<file path="config.mk">
export PLATFORM = sky130hd
export DESIGN_NAME = alu_cmd_sequencer
export DESIGN_NICKNAME = d
export VERILOG_FILES = /design/src/rtl/alu_cmd_sequencer.sv
export SDC_FILE = /design/constraint.sdc
export NUM_CORES = 1
export LEC_CHECK = 0
export CORE_ASPECT_RATIO = 0.6
export CORE_MARGIN = 2
export CORE_UTILIZATION = 49
export DETAILED_ROUTE_END_ITERATION = 16
export PLACE_DENSITY = 0.88
export RECOVER_POWER = 25
export SLEW_MARGIN = 15
export SYNTH_ARGS = -nofsm -noshare
export SYNTH_HDL_FRONTEND = slang
export SYNTH_SLANG_ARGS = --single-unit
</file>
<file path="constraint.sdc">
create_clock -name i_clk -period 1.9 [get_ports i_clk]
set_input_delay 0.38 -clock i_clk [delete_from_list [all_inputs] [get_ports i_clk]]
set_output_delay 0.38 -clock i_clk [all_outputs]
set_load 0.03 [all_outputs]
</file>
<file path="src/rtl/alu_cmd_sequencer.sv">
// Front-end for the serial ALU: one packed command in, start/op/inbus sequence out,
// two result bytes captured, one packed response returned. Optional: ALU_SEQ_DIVZERO_CHECK_EN.
module alu_cmd_sequencer #(
    parameter int unsigned DW             = 8,
    parameter int unsigned FINISH_TIMEOUT = 64
) (
    input  logic            i_clk,
    input  logic            i_rst_n,
    input  logic            i_cmd_valid,
    output logic            o_cmd_ready,
    input  logic [1:0]      i_cmd_op,
    input  logic [2*DW-1:0] i_cmd_x,
    input  logic [DW-1:0]   i_cmd_y,
    output logic            o_alu_start,
    output logic [1:0]      o_alu_op,
    output logic [DW-1:0]   o_alu_inbus,
    input  logic            i_alu_finish,
    input  logic [DW-1:0]   i_alu_outbus,
    output logic            o_rsp_valid,
    input  logic            i_rsp_ready,
    output logic [2*DW-1:0] o_rsp_data,
    output logic [1:0]      o_rsp_op,
    output logic [1:0]      o_rsp_err,
    output logic            o_busy
);

    localparam int unsigned CW = (FINISH_TIMEOUT > 1) ? $clog2(FINISH_TIMEOUT) : 1;
    localparam logic [CW-1:0] CNT_LAST = CW'(FINISH_TIMEOUT - 1);
    localparam logic [1:0] OP_DIV = 2'b11;

    typedef enum logic [2:0] {
        StIdle, StStart, StOp1, StOp2, StOp3, StWait, StCapLo, StResp
    } state_t;

    state_t            r_state;
    logic [1:0]        r_op;
    logic [2*DW-1:0]   r_x;
    logic [DW-1:0]     r_y;
    logic [CW-1:0]     r_cnt;
    logic              r_cmd_ready;
    logic              r_alu_start;
    logic [1:0]        r_alu_op;
    logic [DW-1:0]     r_alu_inbus;
    logic              r_rsp_valid;
    logic [2*DW-1:0]   r_rsp_data;
    logic [1:0]        r_rsp_op;
    logic [1:0]        r_rsp_err;
    logic              r_busy;

    logic              w_is_div;
    logic              w_reject;

    assign w_is_div = (r_op == OP_DIV);

`ifdef ALU_SEQ_DIVZERO_CHECK_EN
    // Zero divisor or a quotient that cannot fit in DW bits never reaches the ALU.
    assign w_reject = (i_cmd_op == OP_DIV) &&
                      ((i_cmd_y == '0) || (i_cmd_x[2*DW-1:DW] >= i_cmd_y));
`else
    assign w_reject = 1'b0;
`endif

    always_ff @(posedge i_clk or negedge i_rst_n) begin
        if (!i_rst_n) begin
            r_state     <= StIdle;
            r_op        <= '0;
            r_x         <= '0;
            r_y         <= '0;
            r_cnt       <= '0;
            r_cmd_ready <= 1'b1;
            r_alu_start <= 1'b0;
            r_alu_op    <= '0;
            r_alu_inbus <= '0;
            r_rsp_valid <= 1'b0;
            r_rsp_data  <= '0;
            r_rsp_op    <= '0;
            r_rsp_err   <= '0;
            r_busy      <= 1'b0;
        end else begin
            unique case (r_state)
                StIdle: begin
                    if (i_cmd_valid) begin
                        r_op        <= i_cmd_op;
                        r_x         <= i_cmd_x;
                        r_y         <= i_cmd_y;
                        r_rsp_err   <= '0;
                        r_cmd_ready <= 1'b0;
                        r_busy      <= 1'b1;
                        if (w_reject) begin
                            r_rsp_data  <= '0;
                            r_rsp_err   <= 2'b10;
                            r_rsp_op    <= i_cmd_op;
                            r_rsp_valid <= 1'b1;
                            r_state     <= StResp;
                        end else begin
                            r_alu_start <= 1'b1;
                            r_alu_op    <= i_cmd_op;
                            r_state     <= StStart;
                        end
                    end
                end
                StStart: begin
                    r_alu_start <= 1'b0;
                    r_alu_inbus <= w_is_div ? r_x[2*DW-1:DW] : r_x[DW-1:0];
                    r_state     <= StOp1;
                end
                StOp1: begin
                    r_alu_inbus <= w_is_div ? r_x[DW-1:0] : r_y;
                    r_state     <= StOp2;
                end
                StOp2: begin
                    if (w_is_div) begin
                        r_alu_inbus <= r_y;
                        r_state     <= StOp3;
                    end else begin
                        r_alu_inbus <= '0;
                        r_cnt       <= '0;
                        r_state     <= StWait;
                    end
                end
                StOp3: begin
                    r_alu_inbus <= '0;
                    r_cnt       <= '0;
                    r_state     <= StWait;
                end
                StWait: begin
                    // Finish wins over a timeout landing in the same cycle.
                    if (i_alu_finish) begin
                        r_rsp_data[2*DW-1:DW] <= i_alu_outbus;
                        r_state               <= StCapLo;
                    end else if (r_cnt == CNT_LAST) begin
                        r_rsp_data  <= '0;
                        r_rsp_err   <= 2'b01;
                        r_rsp_op    <= r_op;
                        r_rsp_valid <= 1'b1;
                        r_state     <= StResp;
                    end else begin
                        r_cnt <= r_cnt + 1'b1;
                    end
                end
                StCapLo: begin
                    r_rsp_data[DW-1:0] <= i_alu_outbus;
                    r_rsp_op           <= r_op;
                    r_rsp_valid        <= 1'b1;
                    r_state            <= StResp;
                end
                StResp: begin
                    if (i_rsp_ready) begin
                        r_rsp_valid <= 1'b0;
                        r_cmd_ready <= 1'b1;
                        r_busy      <= 1'b0;
                        r_alu_op    <= '0;
                        r_state     <= StIdle;
                    end
                end
                default: r_state <= StIdle;
            endcase
        end
    end

    assign o_cmd_ready = r_cmd_ready;
    assign o_alu_start = r_alu_start;
    assign o_alu_op    = r_alu_op;
    assign o_alu_inbus = r_alu_inbus;
    assign o_rsp_valid = r_rsp_valid;
    assign o_rsp_data  = r_rsp_data;
    assign o_rsp_op    = r_rsp_op;
    assign o_rsp_err   = r_rsp_err;
    assign o_busy      = r_busy;

endmodule
</file>
Word level (Yosys, flattened, before mapping)
Cells that the tools add are included.
{ "word_totals": {"reg_bits": 69, "latchBits": 0, "mem_bits_rw": 0, "rom_bits": 0, "input_bits": 39, "output_inout_bits": 34, "wordCells": 88, "memories": 0} }
{ "classes": {"n_addsub": 1, "mul": 0, "div": 0, "order_cmp": 0, "eq_ne": 16, "n_shift": 0, "muxes": 38, "n_bitwise": 0, "n_reduce_logical": 18} }
{ "ops": {"columns": ["op", "count"], "rows": [
  ["$mux W8", 5],
  ["$pmux W8 S4", 1],
  ["$pmux W3 S8", 1],
  ["$mux W6", 3],
  ["$pmux W6 S3", 1],
  ["$mux W16", 1],
  ["$pmux W8 S2", 1],
  ["$mux W2", 7],
  ["$eq A3 B3 Y1 const B", 4],
  ["$mux W3", 4],
  ["$ne A2 B2 Y1 const B", 6],
  ["$pmux W2 S2", 3],
  ["$reduce_and A4 Y1", 3],
  ["$reduce_bool A2 Y1", 5],
  ["$reduce_and A3 Y1", 3],
  ["$mux W1", 7],
  ["$add A6 B1 Y6 const B", 1],
  ["$eq A3 B2 Y1 const B", 2],
  ["$eq A6 B6 Y1 const B", 1],
  ["$pmux W1 S2", 3],
  ["$reduce_and A2 Y1", 3],
  ["$reduce_bool A3 Y1", 2],
  ["$reduce_bool A4 Y1", 1],
  ["$eq A3 B1 Y1 const B", 1],
  ["other kinds (4)", 4]
]} }

Logic depth before layout (Yosys ltp)
{ "logic_depth": {"ltp_word": 4, "depth_mapped": 7, "ltp_nobuf": 5} }

Least setup slack after synthesis
Ideal clock, no wire load.
{ "synth_path": {"path_type": "register to register", "startpoint": "register r_cnt[0]", "endpoint": "register r_rsp_op[0], in the netlist o_rsp_op[0]", "setup_time_ps": 125, "arrival_ps": 1430, "required_time_ps": 1775, "slack_ps": 345, "stages_incl_launch_ff": 6, "path_buffers": 0, "period_less_slack_ps": 1555, "cell_sequence": "dfrtp_1 > ha_1 > nand4_1 > nor4_2 > o21ai_2 > mux2_2"} }
{ "synth_between": {"elab_chain_cells": 3} }
{ "synth_rtl": {"columns": ["element", "line", "text"], "rows": [
  ["from (decl)", "39", "logic [CW-1:0] r_cnt;"],
  ["from (signal assigned)", "138", "r_cnt <= r_cnt + 1'b1;"],
  ["$eq A6 B6 Y1", "131", "end else if (r_cnt == CNT_LAST) begin"],
  ["$ne A2 B2 Y1 (no source line)", null, null],
  ["$reduce_and A3 Y1 (no source line)", null, null],
  ["to (signal assigned)", "92", "r_rsp_op <= i_cmd_op;"],
  ["to (signal assigned)", "134", "r_rsp_op <= r_op;"],
  ["to (signal assigned)", "143", "r_rsp_op <= r_op;"],
  ["to (decl)", "46", "logic [1:0] r_rsp_op;"]
]} }
Every way passes these cells.
A chain may end at the register's enable or synchronous reset.

Worst setup path in the final report
{ "layout_path": {"startpoint": "register r_busy, in the netlist o_busy", "endpoint": "output o_busy"} }
{ "layout_rtl": {"columns": ["element", "line", "text"], "rows": [
  ["from (decl)", "48", "logic r_busy;"],
  ["from (signal assigned)", "78", "r_busy <= 1'b0;"],
  ["from (signal assigned)", "88", "r_busy <= 1'b1;"],
  ["from (signal assigned)", "151", "r_busy <= 1'b0;"],
  ["to (decl)", "24", "output logic o_busy"]
]} }
No word-level cell between the ends.

==> results.cfg <==
[logic_synthesis]
ys_ff_latch = 68
syn-num-nets = 299
yosysWarnings = 0
synthFlopType = dfrtp_1
syn_inst = 259
synth_adder_area_share_pct = 0.407
yosysSeqAreaShare_pct = 55.4
synth_compound_area_share_pct = 14.8
netlist-cell-type-count = 45
synth-edff-count = 0
syn-cell-area_um2 = 3080
synthXorXnorAreaFrac_pct = 0.285
synth_simple_gate_area_share_pct = 11.7
synth.area.mux_share_pct = 13.5
synth_top_family_by_area = compound AO/OA/AOI/OAI gates
async_flop_share_pct = 100
syn_avg_cell_area_um2 = 11.9

[grt]
grt_pass1_wl_um = 11200
grt_pass1_vias = 2284
track_usage_pct = 21.2
antenna_found_initial = 0
grt_start_max_net_pins = 40
overflow = 0

[clock_network]
cts_tree = done
cts_setup_buffers = 0
path_clk_slew_ps = 80
clock_latency_ps = 340
cts_max_path_buffers = 2
numCtsBuffers = 9
h-tree-depth = 3
cts-root-buf = clkbuf_8
cts_sinks = 68

[finish]
final_cell_mix = clkdlybuf4s50_1, dfrtp_1, mux2_2
area_growth_pct = 33.2
drive_gt1_share_pct = 19.3
nets = 377
utilization_pct = 67.4
n_antenna_cell = 0
finalNonFillerCells = 426
final_common_cell = clkdlybuf4s50_1

[sta]
tightestPinTransition_ps = 1460
min_period_ps = 1780
final.setup_skew_ps = 8.30
drv_slew = 0
min_period_over_period_pct = 93.9
rsz0062_at_grt = false
setup_viol = 0
fmax_mhz = 561
slew_headroom_pct = 2.96
hold_viol = 0

[pwr]
finalPower_mw = 6.76
leakage_nw = 1.86
vdd_drop_max_v = 0.000683
cellPowerDensity_nw_per_um2 = 1650

[routing]
vias_per_cell = 5.54
first_iter_violations = 173
drt_pass1_iterations = 4
wire_per_inst_um = 16.3
drc = 0
ant_nets = 0
vias = 2362
drt_wl_total_um = 6940

[critical_path]
crit_family = buffers and inverters
path_cells = clkdlybuf4s50_1
critPathRequiredTime_ps = 1520
critPathMaxStageDelay_ps = 710
critPathMaxFanout = 2
worst-path-buf-inv = 1
worst_setup_path_start_kind = flip-flop
critPathArrivalTime_ps = 1400
endpoint_kind = output port
worstSetupPathType = reg2out
cp_slowest_cell = clkdlybuf4s50_1

[worst_hold_path]
hold_path.class = in2async

[die]
floorplan.die_area_um2 = 6950
num_rows = 22
core_um2 = 6080
top_level_ports = 73
die_w_um = 106
die_y_um = 65.4
start_util_pct = 50.6

[placement]
io_buffers = 71
place.gp.congestion = 0.816
dp_hpwl_um = 5030
dpl.cell_count = 410

[run_status]
status = finished, final reports clean

[job]
max_cap_violations = 0
[registers in the layout, summed over array words and instances, names as in the netlist]
register and cells:
o_busy 1, r_op 2, o_rsp_valid 1, r_y 8, o_rsp_data 16, o_alu_start 1, r_cnt 6, o_alu_op 2
r_x 16, o_rsp_err 1, r_state 3, o_cmd_ready 1, o_alu_inbus 8, o_rsp_op 2
[synthesized netlist by cell type, drive strengths merged, types with 6 or more instances]
master  number  area share [%]
mux2i        9             2.9
buf         13             3.2
mux2        29              11
a221o        8             2.6
nor3         6             1.1
o21ai       11             1.9
nor2        14             2.0
nand3       10             1.6
dfrtp       67              55
nand2       25             3.4
a22o        19             5.4
a21oi       14             2.3
[kinds of logic (layout without fill, tap and decap cells)]
| logic type | after synthesis | count (layout) |
|---|---|---|
| AOI/OAI and AO/OA | 61 | 61 |
| xor gates and xnor gates | 1 | 1 |
| adders and majority gates | 1 | 1 |
| buffers and inverters | 18 | 101 |
| DFF | 68 | 68 |
| muxes | 38 | 38 |
| other | 1 | 1 |
| and+or+nand+nor | 71 | 71 |
[layer usage]
layer	wire length [µm]	up-vias	track usage (%)
met3	553	8	5.46
met2	3190	79	32.8
met5	0	-	0
met1	3110	1167	29.5
met4	91	0	6.91
li1	-	1108	-
[metrics by stage]
step           cell area, µm²  setup TNS (ps)  setup WS [ps]  hold WS [ps]
2_1_floorplan            3080               0            345          84.4
3_3_place_gp             3880               0           10.7           416
3_5_place_dp             3880           -4.96          -4.96           422
4_1_cts                  4100               0           96.0          44.1
5_1_grt                  4100               0           5.80           349
6_report                 4100               0            117           266
[where the power goes]
part           switching (mW)  internal, mW  leakage [nW]
Sequential              0.499          2.07         0.864
Clock                   0.545         0.774         0.116
Combinational            1.51          1.35         0.875
Total                    2.56          4.20          1.86
[layout make-up]
class                           instances  area, µm²
Clock inverter                          6       87.6
Timing Repair Buffer                   83        801
Clock buffer                           10        138
Multi-Input combinational cell        173       1250
Fill cell                             447       1990
Tap cell                               84        105
Sequential cell                        68       1700
Inverter                                2       7.51
[worst paths after layout]
kind | start | endpoint | slack (ps) | cells past startpoint
max | o_busy$_DFFE_PN0P_ | o_busy | 120 | 1
min | i_rst_n | o_alu_inbus[7]$_DFFE_PN0P_ | 270 | 2
max reg2reg | r_cnt[0]$_DFFE_PN0P_ | o_rsp_op[1]$_DFFE_PN0P_ | 140 | 5
min reg2reg | o_rsp_data[11]$_DFFE_PN0P_ | o_rsp_data[11]$_DFFE_PN0P_ | 500 | 1
max in group asynchronous | i_rst_n | o_rsp_data[10]$_DFFE_PN0P_ | 570 | 2
min in group i_clk | o_rsp_data[11]$_DFFE_PN0P_ | o_rsp_data[11]$_DFFE_PN0P_ | 500 | 1
[repair_timing]
action                                  CTS  global route
endpoints found under the setup margin    1             2
gates resized for setup                   1             1
hold buffers                              0             0
Note: power is estimated with default switching activity, not from simulation.
